**src/rtl/regfile_pkg.sv**
```systemverilog
// Shared widths and address/port typedefs for the register-file write path.
package regfile_pkg;

  localparam int unsigned NUM_REGS_DEF   = 16;
  localparam int unsigned ADDR_W_DEF     = $clog2(NUM_REGS_DEF);
  localparam int unsigned NUM_PORTS_DEF  = 2;
  localparam int unsigned PSEL_W_DEF     = (NUM_PORTS_DEF > 1) ? $clog2(NUM_PORTS_DEF) : 1;
  localparam int unsigned CONFLICT_CNT_W = 16;

  typedef logic [ADDR_W_DEF-1:0]     reg_addr_t;
  typedef logic [PSEL_W_DEF-1:0]     port_idx_t;
  typedef logic [CONFLICT_CNT_W-1:0] conflict_cnt_t;

endpackage

```
**src/rtl/onehot_decoder.sv**
```systemverilog
// Binary register address to one-hot wordline request; all zero when disabled.
module onehot_decoder #(
  parameter  int unsigned ADDR_W  = 4,
  localparam int unsigned NUM_OUT = 1 << ADDR_W
) (
  input  logic [ADDR_W-1:0]  addr,
  input  logic               en,
  output logic [NUM_OUT-1:0] onehot
);

  // Single hot bit at the addressed position when enabled
  always_comb begin
    onehot = '0;
    if (en) onehot[addr] = 1'b1;
  end

endmodule

```
**src/rtl/regfile_write_decoder.sv**
```systemverilog
// Multi-port register-file write decoder: per-register round-robin pick among
// write ports, registered wordline / port select / done, rotating priority and
// a saturating conflict counter.
module regfile_write_decoder
  import regfile_pkg::*;
#(
  parameter  int unsigned NUM_REGS    = NUM_REGS_DEF,
  parameter  int unsigned NUM_PORTS   = NUM_PORTS_DEF,
  parameter  bit          ZERO_REG_RO = 1'b0,
  localparam int unsigned ADDR_W      = $clog2(NUM_REGS),
  localparam int unsigned PSEL_W      = (NUM_PORTS > 1) ? $clog2(NUM_PORTS) : 1
) (
  input  logic                          clk,
  input  logic                          reset,
  input  logic [NUM_PORTS-1:0]          wr_valid,
  input  logic [NUM_PORTS*ADDR_W-1:0]   wr_addr,
  output logic [NUM_PORTS-1:0]          wr_ready,
  output logic [NUM_REGS-1:0]           wordline,
  output logic [NUM_REGS*PSEL_W-1:0]    port_sel,
  output logic [NUM_PORTS-1:0]          wr_done,
  output logic [PSEL_W-1:0]             rr_ptr,
  output logic [CONFLICT_CNT_W-1:0]     conflict_cnt
);

  logic [NUM_REGS-1:0]       req_oh [NUM_PORTS];
  logic [PSEL_W-1:0]         win_port [NUM_REGS];
  logic [NUM_REGS-1:0]       win_hit;
  logic [NUM_REGS-1:0]       reg_conflict;
  logic                      conflict_any;
  logic [PSEL_W-1:0]         rr_ptr_d;
  logic [NUM_REGS-1:0]       wordline_d;
  logic [NUM_REGS*PSEL_W-1:0] port_sel_d;
  logic [CONFLICT_CNT_W-1:0] conflict_cnt_d;

  // One decoder per write port turns its request into a register one-hot
  for (genvar p = 0; p < NUM_PORTS; p++) begin : g_dec
    onehot_decoder #(.ADDR_W(ADDR_W)) u_dec (
      .addr   (wr_addr[p*ADDR_W +: ADDR_W]),
      .en     (wr_valid[p]),
      .onehot (req_oh[p])
    );
  end

  // Per-register pick: first requester in rotating order from rr_ptr wins
  always_comb begin
    int unsigned idx;
    idx          = 0;
    win_port     = '{default: '0};
    win_hit      = '0;
    reg_conflict = '0;
    for (int unsigned a = 0; a < NUM_REGS; a++) begin
      for (int unsigned k = 0; k < NUM_PORTS; k++) begin
        idx = 32'(rr_ptr) + k;
        if (idx >= NUM_PORTS) idx = idx - NUM_PORTS;
        if (req_oh[PSEL_W'(idx)][ADDR_W'(a)]) begin
          if (win_hit[ADDR_W'(a)]) begin
            reg_conflict[ADDR_W'(a)] = 1'b1;
          end else begin
            win_hit[ADDR_W'(a)]  = 1'b1;
            win_port[ADDR_W'(a)] = PSEL_W'(idx);
          end
        end
      end
    end
  end

  // A port is ready when it is the winner for its own target register
  always_comb begin
    logic [ADDR_W-1:0] ap;
    ap       = '0;
    wr_ready = '0;
    for (int unsigned p = 0; p < NUM_PORTS; p++) begin
      ap = wr_addr[p*ADDR_W +: ADDR_W];
      wr_ready[p] = !reset && wr_valid[p] && win_hit[ap] && (win_port[ap] == PSEL_W'(p));
    end
  end

  // Rotate priority past the lowest-numbered port that won a contested register
  always_comb begin
    int unsigned min_win;
    min_win      = NUM_PORTS;
    conflict_any = |reg_conflict;
    for (int unsigned a = 0; a < NUM_REGS; a++) begin
      if (reg_conflict[ADDR_W'(a)] && (32'(win_port[ADDR_W'(a)]) < min_win)) begin
        min_win = 32'(win_port[ADDR_W'(a)]);
      end
    end
    if (!conflict_any)                rr_ptr_d = rr_ptr;
    else if (min_win + 1 >= NUM_PORTS) rr_ptr_d = '0;
    else                               rr_ptr_d = PSEL_W'(min_win + 1);
  end

  // Next wordline / port select; a read-only register 0 is never enabled
  always_comb begin
    wordline_d = '0;
    port_sel_d = '0;
    for (int unsigned a = 0; a < NUM_REGS; a++) begin
      if (win_hit[ADDR_W'(a)] && !(ZERO_REG_RO && (a == 0))) begin
        wordline_d[ADDR_W'(a)]          = 1'b1;
        port_sel_d[a*PSEL_W +: PSEL_W]  = win_port[ADDR_W'(a)];
      end
    end
  end

  // Conflict cycles counted with saturation at all-ones
  always_comb begin
    conflict_cnt_d = conflict_cnt;
    if (conflict_any && (conflict_cnt != '1)) begin
      conflict_cnt_d = conflict_cnt + CONFLICT_CNT_W'(1);
    end
  end

  // Output and arbitration state registers
  always_ff @(posedge clk) begin
    if (reset) begin
      wordline     <= '0;
      port_sel     <= '0;
      wr_done      <= '0;
      rr_ptr       <= '0;
      conflict_cnt <= '0;
    end else begin
      wordline     <= wordline_d;
      port_sel     <= port_sel_d;
      wr_done      <= wr_ready;
      rr_ptr       <= rr_ptr_d;
      conflict_cnt <= conflict_cnt_d;
    end
  end

endmodule

```
**config.mk**
```make
export PLATFORM = sky130hd
export DESIGN_NAME = regfile_write_decoder
export DESIGN_NICKNAME = d
export VERILOG_FILES = /design/src/rtl/regfile_pkg.sv /design/src/rtl/onehot_decoder.sv /design/src/rtl/regfile_write_decoder.sv
export SDC_FILE = /design/constraint.sdc
export NUM_CORES = 1
export LEC_CHECK = 0
export CAP_MARGIN = 5
export CORE_ASPECT_RATIO = 1.25
export CORE_MARGIN = 4
export CORE_UTILIZATION = 25
export DETAILED_ROUTE_END_ITERATION = 6
export GPL_TIMING_DRIVEN = 1
export PLACE_DENSITY = 0.5
export RECOVER_POWER = 50
export SYNTH_ARGS = -nofsm -noshare
export SYNTH_HDL_FRONTEND = slang
export SYNTH_HIERARCHICAL = 1
export SYNTH_SLANG_ARGS = --single-unit
```
**constraint.sdc**
```tcl
create_clock -name clk -period 2.9 [get_ports clk]
set_input_delay 0.58 -clock clk [delete_from_list [all_inputs] [get_ports clk]]
set_output_delay 0.58 -clock clk [all_outputs]
set_load 0.02 [all_outputs]
```
==> out/qor.txt <==
status: finished with violations
failing checks: capacitance limit, slew limit, setup timing
pin count of the biggest net entering global routing: 34
Initial Util: 0.2599
Setup crit start kind: input port
syn avg cell area: 8.268 µm²
Required @ worst endpoint: 2.32 ns
total global-route track usage: 0.1568
min-delay worst type: register to register
Mapped Area: 2786 µm²
Worst Max-Slew Pin Slew: 1.588 ns
Area after DPL: 4158 µm²
VDD IR-drop max: 0.2399 mV
total wire length: 9853 µm
CTS tree: built
Final #Nets: 502
fin area: 4624 µm²
Static Leak: 1.887 nW
Finish-stage setup viols: 1
DRC errors left: 0
drt pass-1 iters: 4
synth warn: 6
Setup Crit Path Kind: input port to output pin
first-pass GRT wire length: 16130 µm
crit path DAT: 2.34 ns
post-layout utilization of the core: 0.4314
HPWL after DPL: 7209 µm
antenna cells: 0
leading cell type in the layout, fill and taps excluded: buf_4
PnR worst setup slack: -0.02219 ns
Max Fclk: 0.3422 GHz
Clock Sinks: 51
Yosys reg bits: 51
vias in the first global route: 3259
Syn Nets: 350
fraction of the yosys area taken by sequential cells: 0.3664
Distinct cells, synth: 47
GRT overflow: 0
Final min period: 2.922 ns
DIE HEIGHT: 126.0 µm
RSZ-0062 raised after global routing: true
via count: 3116
clk_lat worst skew: 0.30 ns
most frequent cells in the layout: 86 x buf_4, 51 x nor2_1, 51 x dfxtp_1
layout cells sized above 1: 0.3469
TritonCTS buffer count: 5
Wirelength per Cell: 15.84 µm
Die Wd: 102.4 µm
drt first-iter violations: 117
ys flop type: dfxtp_1
period utilization: 1.008
pre-CTS WS: -0.9258 ns
pwr/cell area: 338.0 nW/µm²
Total Power: 1.563 mW
Port Buffers: 64
endpoints failing hold: 0
Cell Rows: 42
Die ar.: 12910 µm²
Setup TNS: -0.02219 ns
clk_skew: 0.009153 ns
core area: 10720 µm²
maxcap violations: 1
Ports: 65
asr flop ratio synth: 0
Layout Cells excl Fill: 622
Area Overhead vs Synth: 65.96%
Post-synth EDFFs: 0
Clock Tree Buf Depth: 2
Rel. slew slack: -0.05854
Fin Hold WS: 0.5053 ns
Worst Setup End Kind: output pin
antenna viol nets, final: 0
Worst-path clk slew: 0.08 ns
htree depth: 2
Routability Congestion: 0.8595
Slew Limit Fails: 34
via density per instance: 5.010
placed insts: 599
root buf cell: clkbuf_16
Crit Path Max Fanout: 4
initial antenna violation count: 0
Synth Instances: 337
routing by layer:
metal  share of wire  global-route usage  up-vias
met5               0                   0        -
met4           0.028             0.06023        0
met3           0.047             0.03042       20
met2            0.52              0.2798       88
met1            0.40              0.1800     1469
li1                -                   -     1539
critical path, cell delays in order:
cell and delay, ns:
buf_6 0.09, or3b_4 0.44, nor2_4 0.15, buf_6 0.11
mux2i_1 0.06, o211ai_1 0.25, o311ai_1 0.15, a21oi_1 0.28
nor4_2 0.06, buf_4 0.16
power by group:
part	total, mW	switching (mW)	internal (mW)
clock	0.616	0.286	0.330
sequential	0.711	0.00367	0.708
combinational	0.236	0.124	0.112
total	1.56	0.414	1.15
layout make-up:
| cell class | instances | area, µm² |
|---|---|---|
| inverter | 8 | 30.03 |
| multi-input combinational | 260 | 1847 |
| clock inverter | 3 | 28.78 |
| fill | 1079 | 6096 |
| clock buffer | 5 | 125.1 |
| tap | 132 | 165.2 |
| sequential | 51 | 1021 |
| timing repair buffer | 163 | 1408 |
flip-flops by register name, indices dropped and copies added (netlist names):
signal        flops
conflict_cnt     16
wr_done           2
rr_ptr            1
wordline         16
port_sel         16
cell families (layout without fill, tap and decap cells):
family / after synthesis / after routing / synth area share
and+or+nand+nor: 172 / 172 / 0.3256
AOI/OAI and AO/OA: 60 / 60 / 0.1531
adders and majority gates: 1 / 1 / 0.004490
muxes: 26 / 26 / 0.1064
buffers and inverters: 26 / 179 / 0.04086
DFF: 51 / 51 / 0.3664
xor gates and xnor gates: 1 / 1 / 0.003144
timing repair:
item | 4_1_cts | 5_1_grt
pin swaps | 16 | 12
endpoints found under the setup margin | 11 | 2
hold buffers | 0 | 0
resized for setup | 103 | 11
hold endpoints to repair | 0 | 0
buffers inserted | 13 | 2
synth_stat cells, types with 7 or more instances:
cell | instances | area [µm²]
nor2_1 | 65 | 244.0
dfxtp_1 | 51 | 1021
nand2b_1 | 20 | 125.1
a21oi_1 | 17 | 85.08
and3_1 | 16 | 100.1
mux2i_1 | 15 | 150.1
nand2_1 | 15 | 56.30
clkbuf_1 | 10 | 37.54
nand3_1 | 10 | 50.05
mux2_2 | 9 | 101.4
nor3_1 | 8 | 40.04
o31ai_1 | 8 | 60.06
or4_1 | 8 | 60.06
buf_2 | 7 | 35.03
inv_1 | 7 | 26.28
final timing paths:
kind                                               startpoint                             to  slack, ns  cells after the start
worst max-delay path                               wr_addr[2]                    wr_ready[1]      -0.02                     10
worst min-delay path            conflict_cnt[15]$_SDFFE_PP0P_  conflict_cnt[15]$_SDFFE_PP0P_       0.51                      2
worst max register to register   conflict_cnt[6]$_SDFFE_PP0P_   conflict_cnt[1]$_SDFFE_PP0P_       0.91                      5
worst min register to register  conflict_cnt[15]$_SDFFE_PP0P_  conflict_cnt[15]$_SDFFE_PP0P_       0.51                      2
(Power assumes the default switching activity.)
